`src/rtl/sync_fifo_flags_if.sv`:
```
// Handshake and status bundle for sync_fifo_flags.
// The master drives the write/read requests and the slave is the FIFO itself.
interface sync_fifo_flags_if #(
  parameter int WIDTH = 24,
  parameter int DEPTH = 64
);
  localparam int AW = $clog2(DEPTH);

  logic [WIDTH-1:0] din;
  logic             wr_en;
  logic             rd_en;
  logic [WIDTH-1:0] dout;
  logic             valid;
  logic             empty;
  logic             full;
  logic             almost_full;
  logic             almost_empty;
  logic [AW:0]      count;
  logic             overflow;
  logic             underflow;

  modport master (
    output din, wr_en, rd_en,
    input  dout, valid, empty, full, almost_full, almost_empty, count, overflow, underflow
  );

  modport slave (
    input  din, wr_en, rd_en,
    output dout, valid, empty, full, almost_full, almost_empty, count, overflow, underflow
  );
endinterface

```
`src/rtl/sync_fifo_flags.sv`:
```
// Single-clock FIFO with occupancy count, programmable almost-full/almost-empty
// flags, overflow/underflow pulses and a registered-read or first-word-fall-through
// output. All flags are registered from the next count value, so they always agree
// with count and have no combinational path from the request inputs.
module sync_fifo_flags #(
  parameter int WIDTH     = 24,
  parameter int DEPTH     = 64,
  parameter int AF_THRESH = DEPTH - 8,
  parameter int AE_THRESH = 8,
  parameter int FWFT      = 0
) (
  input logic               clk,
  input logic               rst,
  sync_fifo_flags_if.slave  bus
);
  localparam int AW = $clog2(DEPTH);
  localparam logic [AW:0] AF_T  = (AW+1)'(AF_THRESH);
  localparam logic [AW:0] AE_T  = (AW+1)'(AE_THRESH);
  localparam logic [AW:0] FULL_T = (AW+1)'(DEPTH);

  logic [WIDTH-1:0] mem [DEPTH];
  logic [AW-1:0]    wr_ptr;
  logic [AW-1:0]    rd_ptr;
  logic [AW:0]      count_r;
  logic [AW:0]      count_nxt;
  logic             empty_r;
  logic             full_r;
  logic             af_r;
  logic             ae_r;
  logic             ovf_r;
  logic             udf_r;
  logic             wr_acc;
  logic             rd_acc;

  // A write is refused whenever full, even if a read frees a slot this cycle.
  assign wr_acc = bus.wr_en && !full_r;
  assign rd_acc = bus.rd_en && !empty_r;

  // Next occupancy: simultaneous accepted write and read leave it unchanged.
  always_comb begin
    count_nxt = count_r;
    if (wr_acc && !rd_acc)
      count_nxt = count_r + (AW+1)'(1);
    else if (rd_acc && !wr_acc)
      count_nxt = count_r - (AW+1)'(1);
  end

  // Pointers, count, flags and error pulses.
  always_ff @(posedge clk) begin
    if (rst) begin
      wr_ptr  <= '0;
      rd_ptr  <= '0;
      count_r <= '0;
      empty_r <= 1'b1;
      full_r  <= 1'b0;
      af_r    <= (AF_THRESH == 0);
      ae_r    <= 1'b1;
      ovf_r   <= 1'b0;
      udf_r   <= 1'b0;
    end else begin
      if (wr_acc) wr_ptr <= wr_ptr + AW'(1);
      if (rd_acc) rd_ptr <= rd_ptr + AW'(1);
      count_r <= count_nxt;
      empty_r <= (count_nxt == '0);
      full_r  <= (count_nxt == FULL_T);
      af_r    <= (count_nxt >= AF_T);
      ae_r    <= (count_nxt <= AE_T);
      ovf_r   <= bus.wr_en && full_r;
      udf_r   <= bus.rd_en && empty_r;
    end
  end

  // Storage write; contents survive reset, and requests during reset are ignored.
  always_ff @(posedge clk) begin
    if (!rst && wr_acc)
      mem[wr_ptr] <= bus.din;
  end

  assign bus.count        = count_r;
  assign bus.empty        = empty_r;
  assign bus.full         = full_r;
  assign bus.almost_full  = af_r;
  assign bus.almost_empty = ae_r;
  assign bus.overflow     = ovf_r;
  assign bus.underflow    = udf_r;

  if (FWFT != 0) begin : g_fwft
    // Head word is presented directly from storage while the FIFO holds data.
    assign bus.dout  = mem[rd_ptr];
    assign bus.valid = !empty_r;
  end else begin : g_reg
    logic [WIDTH-1:0] dout_p1;
    logic             vld_p1;

    // Stage p1: registered read; dout holds its value between reads.
    always_ff @(posedge clk) begin
      if (rst) begin
        dout_p1 <= '0;
        vld_p1  <= 1'b0;
      end else begin
        vld_p1 <= rd_acc;
        if (rd_acc) dout_p1 <= mem[rd_ptr];
      end
    end

    assign bus.dout  = dout_p1;
    assign bus.valid = vld_p1;
  end
endmodule

```
`src/flat_wrapper.sv`:
```
// flat-port wrapper written by rule: the top's interface ports become plain ports
module sync_fifo_flags_flat 
#(
  parameter int WIDTH     = 24,
  parameter int DEPTH     = 64,
  parameter int AF_THRESH = DEPTH - 8,
  parameter int AE_THRESH = 8,
  parameter int FWFT      = 0
)
  (clk, rst, bus_din, bus_wr_en, bus_rd_en, bus_dout, bus_valid, bus_empty, bus_full, bus_almost_full, bus_almost_empty, bus_count, bus_overflow, bus_underflow);
  sync_fifo_flags_if #(.WIDTH(WIDTH), .DEPTH(DEPTH)) bus_i ();
  input logic clk;
  input logic rst;
  input wire logic [$bits(bus_i.din)-1:0] bus_din;
  input wire logic [$bits(bus_i.wr_en)-1:0] bus_wr_en;
  input wire logic [$bits(bus_i.rd_en)-1:0] bus_rd_en;
  output wire logic [$bits(bus_i.dout)-1:0] bus_dout;
  output wire logic [$bits(bus_i.valid)-1:0] bus_valid;
  output wire logic [$bits(bus_i.empty)-1:0] bus_empty;
  output wire logic [$bits(bus_i.full)-1:0] bus_full;
  output wire logic [$bits(bus_i.almost_full)-1:0] bus_almost_full;
  output wire logic [$bits(bus_i.almost_empty)-1:0] bus_almost_empty;
  output wire logic [$bits(bus_i.count)-1:0] bus_count;
  output wire logic [$bits(bus_i.overflow)-1:0] bus_overflow;
  output wire logic [$bits(bus_i.underflow)-1:0] bus_underflow;
  assign bus_i.din = bus_din;
  assign bus_i.wr_en = bus_wr_en;
  assign bus_i.rd_en = bus_rd_en;
  assign bus_dout = bus_i.dout;
  assign bus_valid = bus_i.valid;
  assign bus_empty = bus_i.empty;
  assign bus_full = bus_i.full;
  assign bus_almost_full = bus_i.almost_full;
  assign bus_almost_empty = bus_i.almost_empty;
  assign bus_count = bus_i.count;
  assign bus_overflow = bus_i.overflow;
  assign bus_underflow = bus_i.underflow;
  sync_fifo_flags #(.WIDTH(WIDTH), .DEPTH(DEPTH), .AF_THRESH(AF_THRESH), .AE_THRESH(AE_THRESH), .FWFT(FWFT)) u_core (.clk(clk), .rst(rst), .bus(bus_i));
endmodule
```
`config.mk`:
```
export PLATFORM = sky130hd
export DESIGN_NAME = sync_fifo_flags_flat
export DESIGN_NICKNAME = d
export VERILOG_FILES = /design/src/rtl/sync_fifo_flags_if.sv /design/src/rtl/sync_fifo_flags.sv /design/src/flat_wrapper.sv
export SDC_FILE = /design/constraint.sdc
export NUM_CORES = 2
export LEC_CHECK = 0
export BUFFER_PORTS_ARGS = -buffer_cell sky130_fd_sc_hd__buf_4
export CORE_UTILIZATION = 65
export DETAILED_ROUTE_END_ITERATION = 7
export HOLD_SLACK_MARGIN = 0.06
export PLACE_DENSITY = 0.82
export SLEW_MARGIN = 10
export SYNTH_ARGS = -nofsm -noshare
export SYNTH_HDL_FRONTEND = slang
export SYNTH_SLANG_ARGS = --single-unit
```
`constraint.sdc`:
```
create_clock -name clk -period 8.1 [get_ports clk]
set_input_delay 1.62 -clock clk [delete_from_list [all_inputs] [get_ports clk]]
set_output_delay 1.62 -clock clk [all_outputs]
set_load 0.02 [all_outputs]
```
; Word level (Yosys, flattened, before mapping)
; Memory sizes are Yosys's and may differ from the RTL's. A register that Yosys moved wholly into a read port is not among the register bits.
; Index checks and enable logic that the tools add are counted.
[word_totals]
mem_count = 1
input_bits = 28
reg_bits = 26
mem_bits_rw = 1536
out_inout_bits = 38
[mem_list]
columns = memory, words, word_bits, rd, rd_clocked_by_memory_dff, wr, line
row1 = u_core.mem, 64, 24, 1, 1, 1, sync_fifo_flags.sv:21  ; logic [WIDTH-1:0] mem [DEPTH];
[classes]
mux = 4
n_reduce_logical = 13
n_lt_le_gt_ge = 2
n_eq_ne = 1
add_sub_neg = 4
[op_table]
columns = op, count
row1 = 7-bit 2-to-1 mux, 2
row2 = 6-bit by 1-bit adder with 6-bit output (second input constant), 2
row3 = 7-bit by 1-bit adder with 7-bit output (second input constant), 1
row4 = 7-bit == test (second input constant), 1
row5 = 7-bit by 6-bit greater-or-equal comparator with 1-bit output (second input constant), 1
row6 = 7-bit by 4-bit less-or-equal comparator with 1-bit output (second input constant), 1
row7 = 1-bit logical AND, 7
row8 = 7-bit logical NOT, 1
row9 = 7-bit by 1-bit subtractor with 7-bit output (second input constant), 1
row10 = 1-bit logical NOT, 5
row11 = 1-bit 2-to-1 mux, 2

; Logic depth before layout (Yosys ltp)
[logic_depth]
depth_word = 7
ltp_mapped = 11
depth_no_buf = 7

; Worst setup path after synthesis
; OpenSTA, ideal clock, no wires.
[synth_path]
kind = input-to-reg
from = input port bus_wr_en
to = memory u_core.mem[63][0], enable pin
arrival_ps = 3592
setup_slack_ps = 4103
setup_time_ps = 405
path_stages = 6
required_ps = 7695
cell_sequence = nor2b_1 > buf_2 > nand4_1 > or2_2 > clkbuf_1 > nor2_1
[synth_via]
elab_chain_len = 4
[synth_lines]
columns = item, line
row1 = "start, declared", flat_wrapper.sv:15  ; input wire logic [$bits(bus_i.wr_en)-1:0] bus_wr_en;
row2 = 1-bit logical AND, sync_fifo_flags.sv:36  ; assign wr_acc = bus.wr_en && !full_r;
row3 = 1-bit logical AND, sync_fifo_flags.sv:75  ; if (!rst && wr_acc)
row4 = 1-bit 2-to-1 mux, sync_fifo_flags.sv:75
row5 = 1-bit 2-to-1 mux (implied by the code), sync_fifo_flags.sv:76  ; mem[wr_ptr] <= bus.din;
row6 = "end, declared", sync_fifo_flags.sv:21
; No other way between the ends.

==> results by group <==
Setup path
  • Critical path launch point: u_core.rd_ptr[0]$_SDFFE_PP0P_
  • Critical path endpoint category: flop
  • Max stage delay on crit path: 1230 ps
  • Slowest cell on crit path: a2111oi_0
  • CP Max Fanout: 99
  • Worst r2r src: u_core.rd_ptr[0]$_SDFFE_PP0P_
  • CP Launch Type: flop
  • R2r worst-path depth: 6
  • Reg2reg end: u_core.bus.dout[2]$_SDFFE_PP0P_
  • CP Cell Sequence: buf_12 -> buf_12 -> mux4_2 -> nor2b_1 -> a2111oi_0 -> o31ai_1
  • FF-to-FF setup slack: 3680 ps
  • Crit path DAT: 5010 ps
  • Setup CP Type: reg -> reg
  • Worst Setup EP: u_core.bus.dout[2]$_SDFFE_PP0P_
  • Critical path's most frequent cell: buf_12
  • CP required: 8690 ps

Synth
  • Register area share after synthesis: 76.8%
  • Avg Cell Area, Syn: 20.1 um2
  • Cells after Synth: 3047
  • Post-synth EDFFs: 1536
  • Synth unique cells: 55
  • Ys flop type: edfxtp_1
  • Netlist Area Pre-Place: 61300 um2
  • #FFs+latches synth: 1586
  • Synth async-reset ratio: 0%
  • Post-Syn Nets: 3079
  • Ys Warns: 0

Finish
  • Commonest cells after routing, fill and taps aside: 1536 x edfxtp_1, 355 x mux2i_1, 243 x mux4_2, 154 x clkbuf_16, 141 x buf_4
  • Leading cell type in the layout, fill and taps excluded: edfxtp_1
  • Nets: 3204
  • Util after Layout: 72.8%
  • Share of cells above drive strength 1: 21.0%
  • Area delta synth->final: 11.0%
  • Non-filler cells in the finished layout: 4549
  • Fillers: 5028

STA
  • Slew at the pin with the worst max-slew slack: 1400 ps
  • Final setup TNS: 0 ps
  • Worst Skew: 36.6 ps
  • RSZ-0062 raised after global routing: false
  • Slew HR: 4.09%
  • FMAX: 226 MHz
  • Final setup fails: 0
  • Final min period: 4420 ps
  • Slew Viols, Final: 0
  • Final hold violations: 0
  • Tcrit/Tclk final: 54.6%

Routing
  • DRC: 0
  • Drt via density: 7.29
  • DR WL/cell: 36.5 um
  • Drt initial violations: 5426
  • Post-DRT Antenna Nets: 0
  • Via count: 33174
  • First-pass detailed-route iteration total: 5
  • WL final: 166 mm

Die
  • Die height: 309 um
  • Area of the die: 95600 um2
  • Cell Rows: 112
  • Die width: 309 um
  • Initial Util: 65.6%
  • CORE AREA: 93500 um2
  • I/O pin count: 66

Clock network
  • CTS Buffer Depth: 3
  • CTS sink count: 1586
  • Clock slew at reported path FFs: 60 ps
  • Root Driver: clkbuf_16
  • CTS resizes: 0
  • Post-CTS setup buffers: 0
  • Hold_buf cts: 0
  • CTS tree: yes
  • Clock Latency Late Sink: 770 ps
  • H-tree levels: 4
  • Num CTS Buffers: 152

Global route
  • Vias in the first global route: 32354
  • GRT overflow: 0
  • Initial antenna violation count: 13
  • First-pass GRT wire length: 233 mm
  • Largest net degree at the start of global routing: 136
  • GRT Util Overall: 35.3%

Pwr
  • Max VDD drop: 0.000190 V
  • Pwr dens: 262 nW/um2
  • Leak: 20.5 nW
  • Design Power: 17.8 mW

Placement
  • Placed Cells: 4272
  • # port buffers: 65
  • Final RePlAce weighted congestion: 0.928
  • Hpwl dp: 92.3 mm

Status
  • Outcome: complete, no violations

Job
  • Max-cap violations: 0

Min path
  • Worst Hold Class: reg -> reg
critical path, delay by kind of cell (launching register included):
family / cells / cell delay (ps)
AO/OA/AOI/OAI: 2 / 1330
flip-flops: 1 / 770
multiplexers: 1 / 580
AND/OR/NAND/NOR: 1 / 170
buffers and inverters: 2 / 1050
kinds of logic after synthesis:
| logic type | count (synthesis) | share of synthesized area (%) |
|---|---|---|
| XOR/XNOR | 15 | 0.214 |
| flip-flops | 1586 | 76.8 |
| AO/OA/AOI/OAI | 336 | 4.03 |
| multiplexers | 598 | 14.7 |
| adder cells (fa/ha/maj) | 4 | 0.0816 |
| AND/OR/NAND/NOR | 329 | 2.42 |
| buffers and inverters | 179 | 1.72 |
sequential cells by signal, indices dropped and copies added (netlist names):
| signal | count |
|---|---|
| u_core.bus.count | 7 |
| u_core.mem | 1536 |
| u_core.bus.almost_full | 1 |
| u_core.bus.dout | 24 |
| u_core.bus.valid | 1 |
| u_core.rd_ptr | 6 |
| u_core.wr_ptr | 6 |
| u_core.bus.full | 1 |
| u_core.bus.empty | 1 |
| u_core.bus.overflow | 1 |
| u_core.bus.underflow | 1 |
| u_core.bus.almost_empty | 1 |
metal layers:
layer,vias to the layer above,share of wire [%],track usage (%)
met3,549,15,10.3
met4,10,5.5,17.0
met1,16813,34,47.9
li1,12796,-,-
met5,-,0.037,0
met2,3006,46,53.4
layout make-up:
class / instances / area (um2) / share of cell area (%)
Sequential cell: 1586 / 47100 / 69.3
Clock buffer: 203 / 4130 / 6.06
Tap cell: 1254 / 1570 / 2.30
Inverter: 2 / 7.51 / 0.0110
Clock inverter: 71 / 638 / 0.937
Multi-Input combinational cell: 1282 / 13400 / 19.7
Timing Repair Buffer: 148 / 1180 / 1.74
Antenna cell: 3 / 7.51 / 0.0110
through the flow:
stage | cell area, um2 | hold WS [ps] | setup slack [ps]
2_1_floorplan | 61300 | 499 | 4100
3_3_place_gp | 63300 | 479 | 3300
3_5_place_dp | 63300 | 473 | 3420
4_1_cts | 68000 | 487 | 3790
5_1_grt | 68100 | 525 | 3620
6_report | 68100 | 498 | 3680
worst min path at each step:
stage	start	endpoint	slack [ps]	cells past startpoint
2_1_floorplan	u_core.wr_ptr[1]$_SDFFE_PP0N_	u_core.wr_ptr[1]$_SDFFE_PP0N_	500	2
3_3_place_gp	u_core.bus.empty$_SDFF_PP1_	u_core.bus.underflow$_SDFF_PP0_	480	2
3_5_place_dp	u_core.bus.full$_SDFF_PP0_	u_core.bus.overflow$_SDFF_PP0_	470	2
4_1_cts	u_core.bus.full$_SDFF_PP0_	u_core.bus.overflow$_SDFF_PP0_	490	2
5_1_grt	u_core.bus.full$_SDFF_PP0_	u_core.bus.overflow$_SDFF_PP0_	530	2
6_report	u_core.bus.full$_SDFF_PP0_	u_core.bus.overflow$_SDFF_PP0_	500	2
synthesized netlist by cell type, types with 4 or more instances:
cell	count	area, um2
buf_1	13	48.8
clkbuf_1	66	248
a21o_1	23	173
o21ai_0	19	95.1
o32ai_1	10	87.6
a21oi_1	27	135
o22ai_1	96	601
buf_4	30	225
mux4_2	243	5470
ha_1	4	50.1
a211oi_1	31	233
nor2b_1	31	194
a2111oi_0	13	114
nand4_1	19	119
xnor2_1	8	70.1
o221ai_1	45	394
edfxtp_1	1536	46100
nor2_1	168	631
dfxtp_1	50	1000
o31ai_1	13	97.6
nand2_1	53	199
nand2b_1	4	25.0
buf_2	42	210
nor3_1	25	125
o22a_1	14	123
xor2_1	7	61.3
buf_6	20	225
a2111oi_2	10	150
o21a_1	23	173
mux2i_1	355	3550
nand3_1	7	35.0
where the power goes:
group | total [mW] | leakage [nW] | switching [mW] | internal (mW)
sequential | 9.16 | 14.2 | 0.107 | 9.05
clock | 6.88 | 2.32 | 3.00 | 3.87
combinational | 1.80 | 3.95 | 1.08 | 0.724
total | 17.8 | 20.5 | 4.19 | 13.6
Note: power is estimated with default switching activity, not from simulation.
